### config.mk
export PLATFORM = sky130hd
export DESIGN_NAME = sr_latch_driver
export DESIGN_NICKNAME = d
export VERILOG_FILES = /design/src/rtl/sr_latch_driver.sv
export SDC_FILE = /design/constraint.sdc
export NUM_CORES = 1
export LEC_CHECK = 0
export CORE_MARGIN = 2
export CORE_UTILIZATION = 49
export CTS_BUF_LIST = sky130_fd_sc_hd__clkbuf_16
export DETAILED_ROUTE_END_ITERATION = 10
export GPL_TIMING_DRIVEN = 0
export MAX_ROUTING_LAYER = met4
export PLACE_DENSITY = 0.76
export SYNTH_ARGS = -nofsm -noshare
export SYNTH_HDL_FRONTEND = slang
export SYNTH_SLANG_ARGS = --single-unit
### constraint.sdc
create_clock -name clk -period 2.3 [get_ports clk]
set_clock_uncertainty 0.05 [all_clocks]
set_input_delay 0.46 -clock clk [delete_from_list [all_inputs] [get_ports clk]]
set_output_delay 0.46 -clock clk [all_outputs]
set_load 0.03 [all_outputs]
### src/rtl/sr_latch_driver.sv
// Command-driven write/read sequencer for a bank of gated SR latches.
// Each write runs setup -> enable pulse -> hold -> verify and reports whether the latch took the value.
module sr_latch_driver #(
    parameter int N_LATCH    = 4,
    parameter int IDX_W      = (N_LATCH > 1) ? $clog2(N_LATCH) : 1,
    parameter int SETUP_CYC  = 1,
    parameter int PULSE_CYC  = 2,
    parameter int VERIFY_CYC = 1
) (
    input  logic               clk,
    input  logic               rst,
    input  logic               cmd_valid,
    output logic               cmd_ready,
    input  logic [1:0]         cmd_op,
    input  logic [IDX_W-1:0]   cmd_idx,
    output logic [N_LATCH-1:0] s,
    output logic [N_LATCH-1:0] r,
    output logic [N_LATCH-1:0] en,
    input  logic [N_LATCH-1:0] q_in,
    output logic               resp_valid,
    output logic [1:0]         resp_err,
    output logic               resp_q,
    output logic               busy
);
    localparam int CNT_W = 16;

    localparam logic [1:0] OP_READ = 2'b00;
    localparam logic [1:0] OP_RST  = 2'b01;
    localparam logic [1:0] OP_SET  = 2'b10;
    localparam logic [1:0] OP_ILL  = 2'b11;

    localparam logic [1:0] ERR_OK     = 2'b00;
    localparam logic [1:0] ERR_VERIFY = 2'b01;
    localparam logic [1:0] ERR_OP     = 2'b10;
    localparam logic [1:0] ERR_IDX    = 2'b11;

    typedef enum logic [2:0] {IDLE, SETUP, PULSE, HOLD, VERIFY, RESP} state_t;

    state_t             state_reg, state_next;
    logic [CNT_W-1:0]   cnt_reg, cnt_next;
    logic [1:0]         op_reg, op_next;
    logic [IDX_W-1:0]   idx_reg, idx_next;
    logic [1:0]         err_reg, err_next;
    logic [N_LATCH-1:0] s_reg, s_next;
    logic [N_LATCH-1:0] r_reg, r_next;
    logic [N_LATCH-1:0] en_reg, en_next;
    logic               cmd_ready_reg, busy_reg, resp_valid_reg;
    logic [1:0]         resp_err_reg, resp_err_next;
    logic               resp_q_reg, resp_q_next;

    logic [N_LATCH-1:0] sel_cur, sel_next;
    logic               q_sel;
    logic               drive_next;

    genvar gi;
    generate
        for (gi = 0; gi < N_LATCH; gi++) begin : g_sel
            assign sel_cur[gi]  = (idx_reg == IDX_W'(gi));
            assign sel_next[gi] = (idx_next == IDX_W'(gi));
        end
    endgenerate

    assign q_sel = |(q_in & sel_cur);

    always_comb begin
        state_next    = state_reg;
        cnt_next      = cnt_reg;
        op_next       = op_reg;
        idx_next      = idx_reg;
        err_next      = err_reg;
        resp_err_next = resp_err_reg;
        resp_q_next   = resp_q_reg;

        unique case (state_reg)
            IDLE: begin
                if (cmd_valid) begin
                    op_next  = cmd_op;
                    idx_next = cmd_idx;
                    cnt_next = '0;
                    err_next = ERR_OK;
                    // Rejected commands pass through a single idle VERIFY cycle so
                    // their response timing matches a one-cycle read.
                    if (cmd_op == OP_ILL) begin
                        err_next   = ERR_OP;
                        cnt_next   = CNT_W'(VERIFY_CYC - 1);
                        state_next = VERIFY;
                    end else if (int'(cmd_idx) >= N_LATCH) begin
                        err_next   = ERR_IDX;
                        cnt_next   = CNT_W'(VERIFY_CYC - 1);
                        state_next = VERIFY;
                    end else if (cmd_op == OP_READ) begin
                        state_next = VERIFY;
                    end else begin
                        state_next = SETUP;
                    end
                end
            end
            SETUP: begin
                if (cnt_reg == CNT_W'(SETUP_CYC - 1)) begin
                    state_next = PULSE;
                    cnt_next   = '0;
                end else begin
                    cnt_next = cnt_reg + CNT_W'(1);
                end
            end
            PULSE: begin
                if (cnt_reg == CNT_W'(PULSE_CYC - 1)) begin
                    state_next = HOLD;
                    cnt_next   = '0;
                end else begin
                    cnt_next = cnt_reg + CNT_W'(1);
                end
            end
            HOLD: begin
                state_next = VERIFY;
                cnt_next   = '0;
            end
            VERIFY: begin
                if (cnt_reg == CNT_W'(VERIFY_CYC - 1)) begin
                    state_next = RESP;
                    if (err_reg != ERR_OK) begin
                        resp_err_next = err_reg;
                        resp_q_next   = 1'b0;
                    end else begin
                        resp_q_next   = q_sel;
                        resp_err_next = ERR_OK;
                        if ((op_reg == OP_SET && !q_sel) || (op_reg == OP_RST && q_sel))
                            resp_err_next = ERR_VERIFY;
                    end
                end else begin
                    cnt_next = cnt_reg + CNT_W'(1);
                end
            end
            RESP: begin
                state_next = IDLE;
            end
            default: begin
                state_next = IDLE;
            end
        endcase

        // Only writes ever reach SETUP/PULSE/HOLD, and only one latch bit is ever selected.
        drive_next = (state_next == SETUP) || (state_next == PULSE) || (state_next == HOLD);
        s_next     = (drive_next && op_next == OP_SET) ? sel_next : '0;
        r_next     = (drive_next && op_next == OP_RST) ? sel_next : '0;
        en_next    = (state_next == PULSE) ? sel_next : '0;
    end

    always_ff @(posedge clk) begin
        if (rst) begin
            state_reg      <= IDLE;
            cnt_reg        <= '0;
            op_reg         <= OP_READ;
            idx_reg        <= '0;
            err_reg        <= ERR_OK;
            s_reg          <= '0;
            r_reg          <= '0;
            en_reg         <= '0;
            cmd_ready_reg  <= 1'b1;
            busy_reg       <= 1'b0;
            resp_valid_reg <= 1'b0;
            resp_err_reg   <= ERR_OK;
            resp_q_reg     <= 1'b0;
        end else begin
            state_reg      <= state_next;
            cnt_reg        <= cnt_next;
            op_reg         <= op_next;
            idx_reg        <= idx_next;
            err_reg        <= err_next;
            s_reg          <= s_next;
            r_reg          <= r_next;
            en_reg         <= en_next;
            cmd_ready_reg  <= (state_next == IDLE);
            busy_reg       <= (state_next != IDLE);
            resp_valid_reg <= (state_next == RESP);
            resp_err_reg   <= resp_err_next;
            resp_q_reg     <= resp_q_next;
        end
    end

    assign s          = s_reg;
    assign r          = r_reg;
    assign en         = en_reg;
    assign cmd_ready  = cmd_ready_reg;
    assign busy       = busy_reg;
    assign resp_valid = resp_valid_reg;
    assign resp_err   = resp_err_reg;
    assign resp_q     = resp_q_reg;

endmodule
==> reports/summary.md <==
The flow ran to the end, and the final reports show no timing, DRC or antenna violations. The run gives 846 um^2 as the sequential cell area. The compound-gate portion of the synthesized area works out to 0.136.

The adder-cell share of the synthesized area works out to 0.0240. The run gives 0.404 as the part of the Yosys area used for sequential elements. The floorplan step set the die height to 69.2 um. TritonCTS built the clock tree.

After clock tree synthesis, the flow added hold-fix buffers numbering 0. The normalized max-slew margin is 0.646, and the global router's overall resource usage is 0.210. Setup violations remaining at the end of the flow were counted as 0. Across all register-to-register paths, the minimum setup slack is 0.11 ns.

The run gives 0.00479 mm^2 as the full die area. The routed layout has 1870 vias. Terminus of the critical flop-to-flop path: cnt_reg[15]$_SDFFE_PP0P_.

The detail route stage leaves a number of antenna-violating nets equal to 0. The worst setup path is launched from a flip-flop. Counting flops and latches in the post-synthesis netlist gives 42. The xor/xnor cell area share of the yosys netlist was 0.0126; the number of DRC violations after detailed routing was 0. For the met1 layer usage reported by global route, the log shows 0.255. Buffers placed on the I/O ports in this run total 28. The mux contribution to synthesized area was 0.0445; the simple logic cell fraction of the synthesized area was 0.323. The number of cells on the worst reg-to-reg path is 8. Clock-pin slew was measured on the worst setup and hold paths at 0.06 ns. The final layout contains 295 nets.

The tools report the global routing met2 resource utilization as 0.353. For the wire length of the first global-routing pass, the log shows 8070 um. The sum of overflow across all layers after global routing is 0, and the worst ir drop on vdd is 365 uV. STA puts the critical path data arrival time at 2.35 ns. H-tree depth: 2. The run gives 0.29 ns as the clock latency on the worst-skew pair. The critical path starts at cnt_reg[1]$_SDFFE_PP0P_. The final critical-path share of the clock period came out at 0.952.

The logs give 1758 for the via count of the first global-routing pass and 0.923 nW for the leakage power. The number of buffers between clock root and the deepest sink came out at 2. Row generation in the floorplan step produced 23 rows.

The clock net in this run drives a total of 42 sinks. In the layout the commonest cells are dfxtp_1, clkdlybuf4s50_1, nor2_1. The min-delay analysis places its worst path in the category reg2reg.

The post-synthesis async set-or-reset flop share is 0, and the final count of pins violating max slew is 0. The worst setup path is of the reg2reg kind. The final weighted congestion in routability-driven placement was 0.843. The number of standard cells in the layout, taps in and fillers out is 331, and the worst hold path depth is 1.

The final worst setup slack is 0.110 ns. STA classifies the critical path endpoint as a flip-flop. The area occupied by multi-input gates is 0.00115 mm^2, and the fraction of final layout cells with drive strength greater than 1 is 0.128. After synthesis, the largest family of logic cells by area is simple AND/OR/NAND/NOR gates. The number of hold-slack violations in the final timing report was 0; the average size of a mapped cell was 8.71 um^2. The register with the most flip-flops in the layout has 16 of them. Max-cap violations in this run came to 0. The logs give 0.513 for the starting utilization of the core area and 0.0451 for the global routing usage on met3.

The tools report the count of fill cells added during filler insertion as 337. TritonCTS created 5 clock buffers. The violation count after the first detailed-routing iteration is 63, and the data required time of the worst path is 2.46 ns.

Total of warnings raised by yosys: 0. In this run the most used layer during global routing was met2. The initial antenna violation count was 0. The synthesized cell area was 0.00208 mm^2. At the pin with the least slew margin, the transition time is 0.532 ns. The critical path endpoint was cnt_reg[15]$_SDFFE_PP0P_.

Dividing the detail-routed via count by the number of cells gives 5.65. Prior to clock tree synthesis, the placed netlist has a worst setup slack of -0.283 ns. The top flip-flop cell by instance count after synthesis was dfxtp_1. The number of different library cells used by synthesis comes to 44.

Counting every instance in the synthesized netlist gives 239. For the number of instances in the placed design, the log shows 317. In this run the count of I/O pins placed on the die edge is 29. The run gives 0 as the antenna diode instance count. Leaving out fill and tap cells, the most frequent cell in the layout is dfxtp_1.

The run gives 4 as the total iterations of the first detailed-routing run. The pin count of the biggest net entering global routing was 15; the final routed wire length divided by cell count was 14.1 um. For this design the ratio of total power to cell area is 780 mW/mm^2.

The number of nets handed over by synthesis was 254. Compared with the post-synthesis result, the final layout area differs by 28.4%. The startpoint identified for the worst register-to-register timing path is cnt_reg[1]$_SDFFE_PP0P_. The total half-perimeter wirelength after legalization and detailed placement is 3350 um. The core region is 0.00406 mm^2. The shortest period the worst path allows works out to 2.19 ns. The final layout contains routed wiring with a total length of 4670 um.

The achievable clock frequency came out at 457 MHz. Along the worst path, the maximum fanout reaches 5. The synthesized design contains 0 enable-type register cells. Clock tree synthesis selected as its root buffer the cell clkbuf_16. The die is 69.2 um wide.
[logic make-up after synthesis]
group	Yosys count
fa+ha+maj	4
xor+xnor	3
simple gates	113
buf+inv	25
mux	8
compound gates	44
flops	42
[final cells by class]
type                       instances  area share
buffer                            12      0.0257
tap                               50      0.0234
timing repair buffer              34       0.121
inverter                          13      0.0182
multi-input combinational        172       0.432
sequential                        42       0.316
clock buffer                       5      0.0468
clock inverter                     3      0.0168
[layer usage]
layer | wire length (um) | part of all wire
met1 | 2130 | 0.46
met2 | 2240 | 0.48
met3 | 241 | 0.052
met4 | 55 | 0.012
met5 | 0 | 0
[worst max-delay path, cell delays in order (launching register included)]
cell and delay [ns]:
dfxtp_2 0.36, inv_1 0.06, ha_2 0.18, or4b_1 0.51
o311a_1 0.13, o21ai_2 0.10, buf_6 0.14, or4b_1 0.42
a31oi_1 0.16
[cell usage after synthesis (2+ instances only)]
cell / count / share of area
or4b_1: 4 / 0.019
nor4_1: 3 / 0.0090
nor2_1: 24 / 0.043
nor4_2: 3 / 0.018
o32ai_1: 5 / 0.021
nand3_1: 13 / 0.031
or2_2: 2 / 0.0060
clkbuf_1: 6 / 0.011
o21ai_0: 10 / 0.024
mux2i_1: 7 / 0.034
nand4_1: 4 / 0.012
and2_1: 2 / 0.0060
a31oi_1: 10 / 0.030
nor2b_1: 4 / 0.012
buf_2: 3 / 0.0072
nand2b_1: 7 / 0.021
dfxtp_1: 42 / 0.40
a21oi_1: 10 / 0.024
buf_6: 2 / 0.011
nor3_1: 9 / 0.022
inv_1: 13 / 0.023
or3b_1: 2 / 0.0084
nand2_1: 12 / 0.022
nor3b_1: 3 / 0.011
ha_1: 4 / 0.024
o21a_1: 2 / 0.0072
nand3b_1: 7 / 0.025
or3_1: 6 / 0.018
nand4b_1: 3 / 0.013
xor2_1: 3 / 0.013
[metrics by stage]
step | hold WS (ns) | instance area (um^2) | utilization | power (mW) | setup TNS [ns]
floorplan | 0.401 | 2080 | - | 1.12 | 0
global placement | 0.413 | 2420 | 0.598 | 1.24 | -3.56
CTS | 0.433 | 2610 | 0.644 | 2.06 | 0
finish | 0.420 | 2670 | 0.659 | 2.09 | 0
detailed placement | 0.421 | 2420 | 0.598 | 1.25 | -4.24
global route | 0.443 | 2670 | 0.659 | 2.18 | -0.0182
[report_power, final]
group	internal, mW	switching [mW]
registers	0.762	0.0218
logic	0.218	0.280
clock network	0.511	0.294
total	1.49	0.596
[repair_timing]
item / 4_1_cts / 5_1_grt
setup endpoints to repair: 14 / 26
gates resized for setup: 4 / 6
buffers inserted: 0 / 5
pin swaps: 0 / 3
gates cloned: 0 / 1
[worst min path at each step]
stage | start | to | slack [ns]
3_3_place_gp | resp_err[1]$_SDFFE_PP0P_ | resp_err[1]$_SDFFE_PP0P_ | 0.41
3_5_place_dp | resp_q$_SDFFE_PP0P_ | resp_q$_SDFFE_PP0P_ | 0.42
5_1_grt | cnt_reg[0]$_SDFFE_PP0P_ | cnt_reg[0]$_SDFFE_PP0P_ | 0.44
4_1_cts | resp_q$_SDFFE_PP0P_ | resp_q$_SDFFE_PP0P_ | 0.43
6_report | cnt_reg[0]$_SDFFE_PP0P_ | cnt_reg[0]$_SDFFE_PP0P_ | 0.42
2_1_floorplan | err_reg[1]$_SDFFE_PP0P_ | resp_err[1]$_SDFFE_PP0P_ | 0.40
(Power assumes the default switching activity.)
